<file path="src/rtl/accel_bcd_sampler.sv">
// Periodic multi-channel sampler with a shared sequential double-dabble BCD converter.
// Define ACCEL_SIGNED_EN to treat channel words as two's complement; undefined means unsigned.
module accel_bcd_sampler #(
    parameter int NUM_CH     = 3,
    parameter int DATA_W     = 16,
    parameter int DIGITS     = 4,
    parameter int SAMPLE_DIV = 25_000_000,
    parameter int SEL_W      = (NUM_CH > 1) ? $clog2(NUM_CH) : 1
) (
    input  logic                     clk,
    input  logic                     rst_n,
    input  logic                     data_update,
    input  logic [NUM_CH*DATA_W-1:0] ch_data,
    input  logic                     freeze,
    input  logic [SEL_W-1:0]         sel,
    output logic [DIGITS*4-1:0]      bcd_out,
    output logic                     sign_out,
    output logic                     ovf_out,
    output logic                     stale_out,
    output logic                     done,
    output logic                     busy
);

    localparam int CNT_W   = $clog2(SAMPLE_DIV);
    localparam int BCD_RAW = (DATA_W + 1) / 3 + 1;
    localparam int BCD_N   = (BCD_RAW > DIGITS) ? BCD_RAW : DIGITS;
    localparam int BCD_W   = BCD_N * 4;
    localparam int SH_W    = BCD_W + DATA_W;
    localparam int BIT_W   = $clog2(DATA_W + 1);
    localparam int RES_W   = DIGITS * 4;
    localparam logic [63:0] MAX_VAL = 64'(10 ** DIGITS) - 64'd1;
    localparam logic [RES_W-1:0] NINES = {DIGITS{4'h9}};

    typedef enum logic [1:0] {
        S_IDLE,
        S_LOAD,
        S_SHIFT,
        S_STORE
    } state_t;

    state_t                     state;
    logic [CNT_W-1:0]           cnt;
    logic                       fresh;
    logic [NUM_CH*DATA_W-1:0]   snap;
    logic                       snap_stale;
    logic [SEL_W-1:0]           idx;
    logic [BIT_W-1:0]           bit_cnt;
    logic [SH_W-1:0]            shreg;
    logic                       cur_sign;
    logic                       cur_ovf;
    logic [RES_W-1:0]           res_bcd [NUM_CH];
    logic [NUM_CH-1:0]          res_sign;
    logic [NUM_CH-1:0]          res_ovf;
    logic [NUM_CH-1:0]          res_stale;

    logic                       tick;
    logic                       snap_go;
    logic [DATA_W-1:0]          cur_word;
    logic                       neg;
    logic [DATA_W:0]            mag;
    logic                       ovf_now;
    logic [SH_W-1:0]            sh_adj;
    logic [SH_W-1:0]            sh_next;

    assign tick    = (cnt == CNT_W'(SAMPLE_DIV - 1));
    assign snap_go = tick && (state == S_IDLE) && !freeze;
    assign busy    = (state != S_IDLE);

    always_comb begin
        cur_word = '0;
        for (int k = 0; k < NUM_CH; k++) begin
            if (idx == SEL_W'(k)) cur_word = snap[k*DATA_W +: DATA_W];
        end
`ifdef ACCEL_SIGNED_EN
        // One extra bit so the most negative sample has a representable magnitude.
        neg = cur_word[DATA_W-1];
        mag = neg ? (~{1'b1, cur_word} + (DATA_W+1)'(1)) : {1'b0, cur_word};
`else
        neg = 1'b0;
        mag = {1'b0, cur_word};
`endif
        ovf_now = (64'(mag) > MAX_VAL);

        sh_adj = shreg;
        for (int i = 0; i < BCD_N; i++) begin
            if (sh_adj[DATA_W+4*i +: 4] >= 4'd5)
                sh_adj[DATA_W+4*i +: 4] = sh_adj[DATA_W+4*i +: 4] + 4'd3;
        end
        sh_next = {sh_adj[SH_W-2:0], 1'b0};
    end

    always_ff @(posedge clk) begin
        if (!rst_n) begin
            state      <= S_IDLE;
            cnt        <= '0;
            fresh      <= 1'b0;
            snap       <= '0;
            snap_stale <= 1'b0;
            idx        <= '0;
            bit_cnt    <= '0;
            shreg      <= '0;
            cur_sign   <= 1'b0;
            cur_ovf    <= 1'b0;
            done       <= 1'b0;
            res_sign   <= '0;
            res_ovf    <= '0;
            res_stale  <= '0;
            for (int k = 0; k < NUM_CH; k++) res_bcd[k] <= '0;
        end else begin
            done <= 1'b0;
            cnt  <= tick ? '0 : cnt + CNT_W'(1);

            // A strobe coincident with the snapshot belongs to the next pass.
            if (snap_go)          fresh <= data_update;
            else if (data_update) fresh <= 1'b1;

            case (state)
                S_IDLE: begin
                    if (snap_go) begin
                        snap       <= ch_data;
                        snap_stale <= !fresh;
                        idx        <= '0;
                        state      <= S_LOAD;
                    end
                end
                S_LOAD: begin
                    shreg    <= {{BCD_W{1'b0}}, mag[DATA_W-1:0]};
                    cur_sign <= neg;
                    cur_ovf  <= ovf_now;
                    bit_cnt  <= '0;
                    state    <= S_SHIFT;
                end
                S_SHIFT: begin
                    shreg   <= sh_next;
                    bit_cnt <= bit_cnt + BIT_W'(1);
                    if (bit_cnt == BIT_W'(DATA_W - 1)) state <= S_STORE;
                end
                S_STORE: begin
                    for (int k = 0; k < NUM_CH; k++) begin
                        if (idx == SEL_W'(k)) begin
                            res_bcd[k]   <= cur_ovf ? NINES : shreg[DATA_W +: RES_W];
                            res_sign[k]  <= cur_sign;
                            res_ovf[k]   <= cur_ovf;
                            res_stale[k] <= snap_stale;
                        end
                    end
                    if (idx == SEL_W'(NUM_CH - 1)) begin
                        state <= S_IDLE;
                        done  <= 1'b1;
                    end else begin
                        idx   <= idx + SEL_W'(1);
                        state <= S_LOAD;
                    end
                end
                default: state <= S_IDLE;
            endcase
        end
    end

    always_comb begin
        bcd_out   = '0;
        sign_out  = 1'b0;
        ovf_out   = 1'b0;
        stale_out = 1'b0;
        for (int k = 0; k < NUM_CH; k++) begin
            if (sel == SEL_W'(k)) begin
                bcd_out   = res_bcd[k];
                sign_out  = res_sign[k];
                ovf_out   = res_ovf[k];
                stale_out = res_stale[k];
            end
        end
    end

endmodule
</file>
<file path="config.mk">
export PLATFORM = sky130hd
export DESIGN_NAME = accel_bcd_sampler
export DESIGN_NICKNAME = d
export VERILOG_FILES = /design/src/rtl/accel_bcd_sampler.sv
export SDC_FILE = /design/constraint.sdc
export NUM_CORES = 1
export LEC_CHECK = 0
export ABC_AREA = 1
export BUFFER_PORTS_ARGS = -buffer_cell sky130_fd_sc_hd__buf_4
export CAP_MARGIN = 20
export CELL_PAD_IN_SITES_DETAIL_PLACEMENT = 1
export CELL_PAD_IN_SITES_GLOBAL_PLACEMENT = 1
export CORE_MARGIN = 5
export CORE_UTILIZATION = 40
export DETAILED_ROUTE_END_ITERATION = 7
export PLACE_DENSITY_LB_ADDON = 0.15
export REMOVE_ABC_BUFFERS = 1
export SLEW_MARGIN = 15
export SYNTH_ARGS = -nofsm -noshare
export SYNTH_HDL_FRONTEND = slang
export SYNTH_SLANG_ARGS = --single-unit
</file>
<file path="constraint.sdc">
create_clock -name clk -period 4.2 [get_ports clk]
set_input_delay 0.42 -clock clk [delete_from_list [all_inputs] [get_ports clk]]
set_output_delay 0.42 -clock clk [all_outputs]
set_load 0.01 [all_outputs]
</file>
==> impl_metrics.env <==
export IMPL_status="complete, no violations"
export IMPL_grt_max_degree=100
export IMPL_min_period_ns=2.46
export IMPL_yosys_area_top_type="dfxtp_1"
export IMPL_holdPathStages=3
export IMPL_crit_chain="inv_1, ha_1, inv_1, o21ai_0, nand2_1, a21oi_1, nand3_1, nand2_1, inv_1"
export IMPL_avgSynthCellArea_um2=7.99
export IMPL_critPathCaptureType="register"
export IMPL_dr_pass1_iters=4
export IMPL_ctsResizeCount=0
export IMPL_finalInstanceArea_um2=9140
export IMPL_clk_latency_ns=0.43
export IMPL_cp_required_ns=4.52
export IMPL_grt_pass1_vias=6535
export IMPL_timing_fmax_mhz=406
export IMPL_cpPeakStageDelay_ns=0.64
export IMPL_seqCellArea_um2=3920
export IMPL_nNetsFinal=1114
export IMPL_std_cell_rows=51
export IMPL_place_area_um2=8600
export IMPL_hpwl_um=12800
export IMPL_area_growth_pct=16.1
export IMPL_wl_per_cell_um=14.1
export IMPL_die_h_um=150
export IMPL_crit_cells=9
export IMPL_h_tree_depth=4
export IMPL_final_antenna_net_count=0
export IMPL_relSlewSlack_pct=34.0
export IMPL_cts_root_buf="clkbuf_16"
export IMPL_die_area_um2=22600
export IMPL_drt_initial_drc_count=218
export IMPL_crit_path_frequent_cell="inv_1"
export IMPL_crit_arrival_ns=2.78
export IMPL_clock_skew_ns=0.0113
export IMPL_drv_slew=0
export IMPL_die_w_um=150
export IMPL_maxCapViolations=0
export IMPL_drt_wl_total_um=18500
export IMPL_clk_path_buf_depth=2
export IMPL_cpMaxStageDelayCell="ha_1"
export IMPL_cts_tree="done"
export IMPL_initial_core_util_pct=40.6
export IMPL_powerDensity_nw_per_um2=442
export IMPL_gp_congestion=0.771
export IMPL_ys_types=40
export IMPL_finalSetupViolations=0
export IMPL_post_route_drc_count=0
export IMPL_ir_worst_vdd_v=0.000245
export IMPL_multi_input_area_um2=3220
export IMPL_fill_cells=2408
export IMPL_viasPerCell=4.88
export IMPL_diodes=0
export IMPL_rsz0062_at_grt="false"
export IMPL_ys_seq_elements=172
export IMPL_rr_worst_depth=9
export IMPL_port_buffers=73
export IMPL_worstSetupPathType="reg2reg"
export IMPL_hold_viol_final=0
export IMPL_finalSetupTns_ns=0
export IMPL_ys_seq_area_share_pct=49.9
export IMPL_start_kind="register"
export IMPL_synthCells=985
export IMPL_hold_class="in2reg"
export IMPL_crit_family="adder cells"
export IMPL_synth_area_leaders="dfxtp_1 (32%), edfxtp_1 (18%), nand2_1 (10%)"
export IMPL_worstMarginPinSlew_ns=0.989
export IMPL_path_buf_inv=3
export IMPL_synth_warning_count=0
export IMPL_track_usage_pct=16.9
export IMPL_numCtsBuffers=17
export IMPL_overflow=0
export IMPL_netlist_area_um2=7870
export IMPL_clkTransAtPathRegs_ns=0.07
export IMPL_antenna_found_initial=0
export IMPL_via_count=6443
export IMPL_holdBufCountCts=0
export IMPL_synth_top_area_share_pct=31.5
export IMPL_postCtsSetupBuffers=0
export IMPL_cp_max_fo=19
export IMPL_period_share_pct=58.6
export IMPL_p_leak_nw=3.52
export IMPL_drive_gt1_share_pct=12.4
export IMPL_core_area_um2=19400
export IMPL_grt_pass1_wl_um=31200
export IMPL_ioPinCount=75
export IMPL_cts_sinks=172
==> final timing paths <==
kind | start | endpoint | slack (ns)
worst min register to register | snap[5] | snap[5] | 0.46
worst max-delay path | idx[0] | cur_ovf | 1.74
worst max register to register | idx[0] | cur_ovf | 1.74
worst min-delay path | data_update | fresh | 0.22
==> layout make-up <==
class	instances	area share, %
inverter	138	5.67
clock buffer	17	4.66
tap	265	3.63
timing repair buffer	80	6.71
multi-input combinational	632	35.3
sequential	172	42.9
clock inverter	15	1.10
==> kinds of logic after synthesis <==
family	synth area share, %
buffers and inverters	9.16
AO/OA/AOI/OAI	13.2
other	0.0477
flip-flops	49.9
adder cells (fa/ha/maj)	3.02
XOR/XNOR	1.45
AND/OR/NAND/NOR	23.2
==> cells in the final DEF, fill, tap and decap left out, types with 11 or more instances in the layout <==
master,n
nand2_1,217
inv_1,134
dfxtp_1,124
nor2_1,120
buf_4,79
nand3_1,64
a21oi_1,53
edfxtp_1,48
a211oi_1,39
o21ai_0,27
ha_1,19
clkbuf_16,17
nor3_1,15
a31oi_1,11
==> metrics by stage <==
stage | utilization (%) | hold slack (ns) | setup WS, ns | std cells | power [mW]
floorplan | - | 0.431 | -0.0825 | 942 | 2.33
global placement | 44.3 | 0.447 | 1.80 | 1286 | 2.62
detailed placement | 44.3 | 0.446 | 1.75 | 1286 | 2.64
CTS | 47.1 | 0.205 | 1.72 | 1318 | 4.07
global route | 47.1 | 0.244 | 1.44 | 1319 | 4.24
finish | 47.1 | 0.216 | 1.74 | 1319 | 4.04
==> state kept, by name, indices dropped and copies added (netlist names) <==
register / cells
bit_cnt: 5
cnt: 25
cur_ovf: 1
done: 1
fresh: 1
idx: 2
res_bcd: 48
res_ovf: 3
res_stale: 3
shreg: 32
snap: 48
snap_stale: 1
state: 2
==> synthesized netlist by cell type <==
master and n:
a211oi_2 9, xor2_1 10, edfxtp_1 48, a211o_1 1
buf_6 2, a21oi_1 53, o211ai_1 9, nand2_2 2
a211oi_1 39, nand2_1 217, inv_2 1, nor3_1 15
nor2_1 120, inv_1 135, a221oi_1 2, nand3_4 1
ha_1 19, xnor2_1 3, conb_1 1, or2_2 5
nor2_4 1, nor3b_1 2, buf_4 2, o221ai_1 2
dfxtp_1 124, a2bb2oi_1 1, nor4_1 2, a32oi_1 1
clkinv_1 2, nor2_2 2, nor3_4 1, o21a_1 1
a31oi_1 11, clkbuf_1 20, nand4_1 6, o22ai_1 5
o21ai_0 27, buf_2 15, buf_1 4, nand3_1 64
==> power breakdown <==
part | total, mW | leakage [nW] | switching [mW] | internal, mW
registers | 1.82 | 1.50 | 0.0430 | 1.77
clock network | 1.43 | 0.246 | 0.679 | 0.753
logic | 0.788 | 1.78 | 0.550 | 0.238
total | 4.04 | 3.52 | 1.27 | 2.76
==> worst min-delay path: cells and delay by family <==
family	cells	cell delay [ns]
simple gates	1	0.07
compound gates	1	0.03
buf+inv	1	0.08
==> per-layer routing <==
layer	part of all wire, %	track usage [%]	vias to the layer above	wire [um]
li1	-	-	3327	-
met1	49	21.7	3021	9050
met2	47	29.1	76	8770
met3	2.7	3.61	19	492
met4	1.2	4.48	0	227
met5	0	0	-	0
Power figures use the tool's default switching activity.
